## src/rtl/apb_pkg.sv

```systemverilog
// Shared types and default widths for the APB master bridge and its timeout counter.
package apb_pkg;

    localparam int unsigned APB_ADDR_WIDTH     = 16;
    localparam int unsigned APB_BUS_WIDTH      = 16;
    localparam int unsigned APB_STRB_WIDTH     = APB_BUS_WIDTH / 8;
    localparam int unsigned APB_TIMEOUT_CYCLES = 64;

    typedef enum logic [1:0] {
        IDLE   = 2'd0,
        SETUP  = 2'd1,
        ACCESS = 2'd2,
        RESP   = 2'd3
    } apb_state_e;

    typedef struct packed {
        logic                      write;
        logic [APB_ADDR_WIDTH-1:0] addr;
        logic [APB_BUS_WIDTH-1:0]  wdata;
        logic [APB_STRB_WIDTH-1:0] strb;
    } apb_cmd_t;

    // Read transfers never carry byte strobes onto the bus.
    function automatic logic [APB_STRB_WIDTH-1:0] bus_strb(input apb_cmd_t cmd);
        return cmd.write ? cmd.strb : '0;
    endfunction

endpackage

```

## src/rtl/apb_timeout_cnt.sv

```systemverilog
// ACCESS-phase wait counter with expiry flag; only instantiated when
// APB_MASTER_TIMEOUT_EN is defined.
module apb_timeout_cnt #(
    parameter int unsigned LIMIT = 64,
    localparam int unsigned CW   = $clog2(LIMIT + 1)
) (
    input  logic clk_i,
    input  logic rst_ni,
    input  logic clear_i,
    input  logic inc_i,
    output logic expired_o
);

    logic [CW-1:0] cnt_q;
    logic [CW-1:0] cnt_d;

    assign expired_o = (cnt_q == CW'(LIMIT));

    always_comb begin
        cnt_d = cnt_q;
        if (clear_i) begin
            cnt_d = '0;
        end else if (inc_i && !expired_o) begin
            cnt_d = cnt_q + CW'(1);
        end
    end

    always_ff @(posedge clk_i) begin
        if (!rst_ni) begin
            cnt_q <= '0;
        end else begin
            cnt_q <= cnt_d;
        end
    end

endmodule

```

## src/rtl/apb_master_bridge.sv

```systemverilog
// Valid/ready command to APB4 master bridge, single outstanding transfer, all bus
// outputs registered. Optional ACCESS timeout enabled by APB_MASTER_TIMEOUT_EN.
//
// state  | meaning
// IDLE   | cmd_ready high, waiting for a command
// SETUP  | psel high, penable low, one cycle
// ACCESS | psel and penable high until pready (or timeout)
// RESP   | rsp_valid high until rsp_ready
module apb_master_bridge
    import apb_pkg::*;
#(
    parameter int unsigned ADDR_WIDTH     = APB_ADDR_WIDTH,
    parameter int unsigned BUS_WIDTH      = APB_BUS_WIDTH,
    parameter int unsigned STRB_WIDTH     = BUS_WIDTH / 8,
    parameter int unsigned TIMEOUT_CYCLES = APB_TIMEOUT_CYCLES
) (
    input  logic                  clk_i,
    input  logic                  rst_ni,

    input  logic                  cmd_valid_i,
    output logic                  cmd_ready_o,
    input  logic                  cmd_write_i,
    input  logic [ADDR_WIDTH-1:0] cmd_addr_i,
    input  logic [BUS_WIDTH-1:0]  cmd_wdata_i,
    input  logic [STRB_WIDTH-1:0] cmd_strb_i,

    output logic                  rsp_valid_o,
    input  logic                  rsp_ready_i,
    output logic [BUS_WIDTH-1:0]  rsp_rdata_o,
    output logic                  rsp_err_o,

    output logic                  psel_o,
    output logic                  penable_o,
    output logic                  pwrite_o,
    output logic [ADDR_WIDTH-1:0] paddr_o,
    output logic [BUS_WIDTH-1:0]  pwdata_o,
    output logic [STRB_WIDTH-1:0] pstrb_o,
    input  logic [BUS_WIDTH-1:0]  prdata_i,
    input  logic                  pready_i,
    input  logic                  pslverr_i,

    output logic                  busy_o
);

    apb_state_e            state_q,     state_d;
    logic                  cmd_ready_q, cmd_ready_d;
    logic                  rsp_valid_q, rsp_valid_d;
    logic [BUS_WIDTH-1:0]  rsp_rdata_q, rsp_rdata_d;
    logic                  rsp_err_q,   rsp_err_d;
    logic                  psel_q,      psel_d;
    logic                  penable_q,   penable_d;
    logic                  pwrite_q,    pwrite_d;
    logic [ADDR_WIDTH-1:0] paddr_q,     paddr_d;
    logic [BUS_WIDTH-1:0]  pwdata_q,    pwdata_d;
    logic [STRB_WIDTH-1:0] pstrb_q,     pstrb_d;
    logic                  busy_q,      busy_d;

    logic cmd_accept;
    logic bus_done;

    assign cmd_accept = (state_q == IDLE) && cmd_valid_i && cmd_ready_q;
    assign bus_done   = (state_q == ACCESS) && psel_q && penable_q && pready_i;

`ifdef APB_MASTER_TIMEOUT_EN
    logic tmo_inc;
    logic tmo_expired;

    assign tmo_inc = (state_q == ACCESS) && !pready_i;

    apb_timeout_cnt #(
        .LIMIT(TIMEOUT_CYCLES)
    ) u_timeout_cnt (
        .clk_i    (clk_i),
        .rst_ni   (rst_ni),
        .clear_i  (cmd_accept),
        .inc_i    (tmo_inc),
        .expired_o(tmo_expired)
    );
`endif

    always_comb begin
        state_d     = state_q;
        cmd_ready_d = cmd_ready_q;
        rsp_valid_d = rsp_valid_q;
        rsp_rdata_d = rsp_rdata_q;
        rsp_err_d   = rsp_err_q;
        psel_d      = psel_q;
        penable_d   = penable_q;
        pwrite_d    = pwrite_q;
        paddr_d     = paddr_q;
        pwdata_d    = pwdata_q;
        pstrb_d     = pstrb_q;
        busy_d      = busy_q;

        case (state_q)
            IDLE: begin
                if (cmd_accept) begin
                    state_d     = SETUP;
                    cmd_ready_d = 1'b0;
                    busy_d      = 1'b1;
                    psel_d      = 1'b1;
                    penable_d   = 1'b0;
                    pwrite_d    = cmd_write_i;
                    paddr_d     = cmd_addr_i;
                    pwdata_d    = cmd_wdata_i;
                    pstrb_d     = cmd_write_i ? cmd_strb_i : '0;
                end
            end
            SETUP: begin
                state_d   = ACCESS;
                penable_d = 1'b1;
            end
            ACCESS: begin
                // Normal completion takes priority over a timeout in the same cycle.
                if (bus_done) begin
                    state_d     = RESP;
                    psel_d      = 1'b0;
                    penable_d   = 1'b0;
                    rsp_valid_d = 1'b1;
                    rsp_err_d   = pslverr_i;
                    rsp_rdata_d = pwrite_q ? '0 : prdata_i;
                end
`ifdef APB_MASTER_TIMEOUT_EN
                else if (tmo_expired) begin
                    state_d     = RESP;
                    psel_d      = 1'b0;
                    penable_d   = 1'b0;
                    rsp_valid_d = 1'b1;
                    rsp_err_d   = 1'b1;
                    rsp_rdata_d = '0;
                end
`endif
            end
            RESP: begin
                if (rsp_ready_i) begin
                    state_d     = IDLE;
                    rsp_valid_d = 1'b0;
                    cmd_ready_d = 1'b1;
                    busy_d      = 1'b0;
                end
            end
            default: begin
                state_d = IDLE;
            end
        endcase
    end

    always_ff @(posedge clk_i) begin
        if (!rst_ni) begin
            state_q     <= IDLE;
            cmd_ready_q <= 1'b1;
            rsp_valid_q <= 1'b0;
            rsp_rdata_q <= '0;
            rsp_err_q   <= 1'b0;
            psel_q      <= 1'b0;
            penable_q   <= 1'b0;
            pwrite_q    <= 1'b0;
            paddr_q     <= '0;
            pwdata_q    <= '0;
            pstrb_q     <= '0;
            busy_q      <= 1'b0;
        end else begin
            state_q     <= state_d;
            cmd_ready_q <= cmd_ready_d;
            rsp_valid_q <= rsp_valid_d;
            rsp_rdata_q <= rsp_rdata_d;
            rsp_err_q   <= rsp_err_d;
            psel_q      <= psel_d;
            penable_q   <= penable_d;
            pwrite_q    <= pwrite_d;
            paddr_q     <= paddr_d;
            pwdata_q    <= pwdata_d;
            pstrb_q     <= pstrb_d;
            busy_q      <= busy_d;
        end
    end

    assign cmd_ready_o = cmd_ready_q;
    assign rsp_valid_o = rsp_valid_q;
    assign rsp_rdata_o = rsp_rdata_q;
    assign rsp_err_o   = rsp_err_q;
    assign psel_o      = psel_q;
    assign penable_o   = penable_q;
    assign pwrite_o    = pwrite_q;
    assign paddr_o     = paddr_q;
    assign pwdata_o    = pwdata_q;
    assign pstrb_o     = pstrb_q;
    assign busy_o      = busy_q;

endmodule
```

## config.mk

```make
export PLATFORM = sky130hd
export DESIGN_NAME = apb_master_bridge
export DESIGN_NICKNAME = d
export VERILOG_FILES = /design/src/rtl/apb_pkg.sv /design/src/rtl/apb_timeout_cnt.sv /design/src/rtl/apb_master_bridge.sv
export SDC_FILE = /design/constraint.sdc
export NUM_CORES = 1
export LEC_CHECK = 0
export ABC_CLOCK_PERIOD_IN_PS = 2400
export BUFFER_PORTS_ARGS = -buffer_cell sky130_fd_sc_hd__buf_2
export CORE_AREA = 3 3 73 75
export DETAILED_ROUTE_END_ITERATION = 16
export DIE_AREA = 0 0 76 78
export PLACE_DENSITY = 0.82
export SLEW_MARGIN = 40
export SYNTH_ARGS = -nofsm -noshare
export SYNTH_HDL_FRONTEND = slang
export SYNTH_SLANG_ARGS = --single-unit
export TNS_END_PERCENT = 10
```

## constraint.sdc

```tcl
create_clock -name clk_i -period 2.4 [get_ports clk_i]
set_input_delay 0.24 -clock clk_i [delete_from_list [all_inputs] [get_ports clk_i]]
set_output_delay 0.24 -clock clk_i [all_outputs]
set_load 0.02 [all_outputs]
```

==> run_results.csv <==
group,metric,value,unit
place,placement.cell_area,2860,sq um
detailed_routing,drt-pass1-iter-count,4,
global_routing,gr-usage-all-layers,19.5,%
status,status,"complete, no violations",
setup_path,worstSetupStartpointType,"flip-flop",
sta,layout_min_cycle_time,1.89,ns
sta,maxSlewHeadroom,51.4,%
synth,share_of_flip_flops_with_an_asynchronous_set_or_reset_after_synthesis,0,%
global_routing,grt_first_pass_wirelength,9320,microns
pwr,p_per_area,957,nW/um^2
cts,cts_hold_buffers,0,
synth,synth_seq_cells,59,
finish,num_antenna_cells,0,
cts,post_cts.repair.setup_buffers,0,
pwr,peakVddDrop,0.000537,V
setup_path,cp-endpoint,"rsp_rdata_o[7]",
setup_path,critical_path_required,2.58,ns
sta,layout_worst_path_cycle_share,78.7,%
setup_path,crit_buf_inv,1,
place,port-buffer-count,113,
setup_path,critPathKind,"reg -> reg",
setup_path,reg2reg_depth,5,
finish,flow.area_growth_from_synthesis,32.4,%
detailed_routing,drc,0,
sta,worstMarginPinSlew,0.728,ns
synth,post_synth_num_cell_types,26,
cts,numCtsBuffers,9,
floorplan,core_area,4720,sq um
sta,hold_viol,0,
global_routing,grt_pass1_vias,2067,
place,detailed_place_hpwl,3940,microns
sta,timing.final.max_slew_violations,0,
sta,clock-skew-final,0.00426,ns
synth,synth_seq_area_share,51.5,%
hold_path,hp-class,"in -> reg",
floorplan,vertical_die_dimension,78,microns
setup_path,crit_path_max_incr_delay,0.63,ns
pwr,p_leak,1.39,nW
place,globalplace.congestion,0.789,
cts,cts-root-to-sink-buffers,2,
sta,final.setup.worst_slack,0.511,ns
sta,fmaxAchievable,0.529,GHz
detailed_routing,viasPerCell,4.93,
global_routing,grt_start_max_net_pins,44,
cts,h-tree-depth,3,
synth,syn_nets,338,
global_routing,grt_antenna_before_repair,0,
floorplan,rows,25,
finish,post_route_standard_cell_area_excluding_fillers,3030,sq um
floorplan,die_area,5930,sq um
setup_path,critical-path-top-delay-family,"simple AND/OR/NAND/NOR gates",
cts,cts-resized-gates,0,
setup_path,crit_start,"state_q[0]",
cts,clk_root_buffer_cell,"sky130_fd_sc_hd__clkbuf_8",
synth,ys.warnings.count,0,
synth,syn_area,2290,sq um
setup_path,data_arrival_time_at_the_worst_slack_endpoint,2.06,ns
setup_path,rr_startpoint,"state_q[0]",
setup_path,critical-path-slowest-cell,"sky130_fd_sc_hd__nand4_1",
floorplan,floorplan.initialDensity,48.5,%
detailed_routing,detail_route.iter0.violations,75,
setup_path,reg2reg_setup_slack,0.51,ns
synth,synth_edf_count,0,
detailed_routing,via_count_of_the_routed_design,2246,
detailed_routing,wl,5670,microns
synth,yosys.area.top_type,"sky130_fd_sc_hd__dfxtp_1",
synth,ys_dominant_reg_cell,"sky130_fd_sc_hd__dfxtp_1",
cts,cts_tree,"yes",
setup_path,cp_cell_sequence,"inv_1, ha_1, nand4_1, nand2_1, a21oi_1",
floorplan,die_x,76,microns
cts,clock_latency,0.32,ns
pwr,fin_total_pwr,0.00290,W
sta,number_of_failing_setup_endpoints_in_the_final_timing_report,0,
synth,synth_area_leaders,"sky130_fd_sc_hd__dfxtp_1 52%, sky130_fd_sc_hd__nand2_1 15%, sky130_fd_sc_hd__a21oi_1 12%, sky130_fd_sc_hd__nand3b_1 5.2%, sky130_fd_sc_hd__ha_1 2.7%",
place,dp_slack,0.545,ns
cts,clk_pin_slew_worst_paths,0.06,ns
global_routing,grt_overflow,0,
finish,ratio_of_cells_with_drive_above_1_in_the_final_layout,33.9,%
synth,fraction_of_synthesized_cell_area_taken_by_the_top_area_cell_type,51.5,%
setup_path,cp_num_cells,5,
synth,synth_common_cells,"94 x sky130_fd_sc_hd__nand2_1, 59 x sky130_fd_sc_hd__dfxtp_1, 56 x sky130_fd_sc_hd__a21oi_1",
synth,yosysMostFrequentCell,"sky130_fd_sc_hd__nand2_1",
synth,syn_area_per_cell,8.31,sq um
detailed_routing,final_antenna_net_count,0,
setup_path,worst_path_fanout_max,17,
cts,cts.sink_count,59,
setup_path,worst_setup_path_end_kind,"flip-flop",
setup_path,reg2reg_to,"rsp_rdata_o[7]",
detailed_routing,post_drt_wl_per_cell,12.4,microns
floorplan,ios,114,
finish,num-nets-final,447,
sta,totalNegativeSetupSlack,0,ns
sta,rsz0062_at_grt,"false",
job,cap_viol_max_count,0,
synth,synth_cells,276,
==> metrics by stage <==
step / hold WS (ns) / util, % / cells
floorplan: 0.376 / - / 276
global placement: 0.437 / 60.5 / 441
detailed placement: 0.442 / 60.5 / 441
CTS: 0.131 / 64.2 / 456
global route: 0.135 / 64.2 / 456
finish: 0.149 / 64.2 / 456
==> registers in the layout, summed over array words and instances, names as in the netlist <==
signal and count:
pwdata_o 16, state_q 2, busy_o 1, rsp_err_o 1
penable_o 1, cmd_ready_o 1, pwrite_o 1, rsp_valid_o 1
pstrb_o 2, psel_o 1, paddr_o 16, rsp_rdata_o 16
==> worst min-delay path by stage <==
stage | slack [ns] | cells past startpoint | to | start
floorplan | 0.38 | 2 | pwrite_o | cmd_write_i
global placement | 0.44 | 2 | rsp_rdata_o[5] | rsp_rdata_o[5]
detailed placement | 0.44 | 2 | rsp_rdata_o[11] | rsp_rdata_o[11]
CTS | 0.13 | 3 | paddr_o[9] | cmd_addr_i[9]
global route | 0.13 | 3 | paddr_o[11] | cmd_addr_i[11]
finish | 0.15 | 3 | paddr_o[9] | cmd_addr_i[9]
==> tightest hold or removal path, cell delays in order <==
cell	delay [ns]
sky130_fd_sc_hd__buf_2	0.09
sky130_fd_sc_hd__nand2_1	0.04
sky130_fd_sc_hd__a21oi_1	0.05
==> report_power, final <==
group	internal [W]	leakage [nW]	switching, W
registers	0.00112	0.480	0.000101
logic	0.000317	0.824	0.000548
clock network	0.000471	0.0902	0.000347
==> area by class of cell <==
cell class	instances	area, sq um
clock buffers	12	135
clock inverters	3	40.0
fillers	441	1690
inverters	6	22.5
multi-input cells	193	983
flip-flops and latches	59	1180
well taps	67	83.8
repair buffers	116	588
==> metal layers <==
metal	track usage, %	vias up	part of all wire, %
met1	23.4	1021	44
met4	9.42	0	1.6
met3	8.47	10	8.9
li1	-	1129	-
met2	29.9	86	45
met5	0	-	0
==> logic make-up (layout without fill, tap and decap cells) <==
group / count (synthesis) / count (layout) / synth area share [%]
simple gates: 119 / 119 / 23.0
compound gates: 66 / 66 / 15.9
flops: 59 / 59 / 51.5
buf+inv: 24 / 137 / 5.57
fa+ha+maj: 5 / 5 / 2.73
mux: 3 / 3 / 1.31
==> placed cells by master, fill, tap and decap left out <==
cell,count
sky130_fd_sc_hd__a2111oi_2,1
sky130_fd_sc_hd__a211oi_1,2
sky130_fd_sc_hd__a21boi_1,1
sky130_fd_sc_hd__a21oi_1,56
sky130_fd_sc_hd__a221oi_2,1
sky130_fd_sc_hd__and3_1,1
sky130_fd_sc_hd__and4_1,1
sky130_fd_sc_hd__buf_2,113
sky130_fd_sc_hd__buf_4,3
sky130_fd_sc_hd__bufinv_16,1
sky130_fd_sc_hd__clkbuf_1,3
sky130_fd_sc_hd__clkbuf_8,9
sky130_fd_sc_hd__clkinv_2,2
sky130_fd_sc_hd__dfxtp_1,59
sky130_fd_sc_hd__ha_1,5
sky130_fd_sc_hd__inv_1,5
sky130_fd_sc_hd__inv_2,1
sky130_fd_sc_hd__mux2i_1,3
sky130_fd_sc_hd__nand2_1,94
sky130_fd_sc_hd__nand3_1,3
sky130_fd_sc_hd__nand3_2,1
sky130_fd_sc_hd__nand3b_1,16
sky130_fd_sc_hd__nand4_1,1
sky130_fd_sc_hd__nor2_1,2
sky130_fd_sc_hd__o21ai_0,3
sky130_fd_sc_hd__o21bai_1,1
sky130_fd_sc_hd__o32ai_1,1
Note: power is estimated with default switching activity, not from simulation.
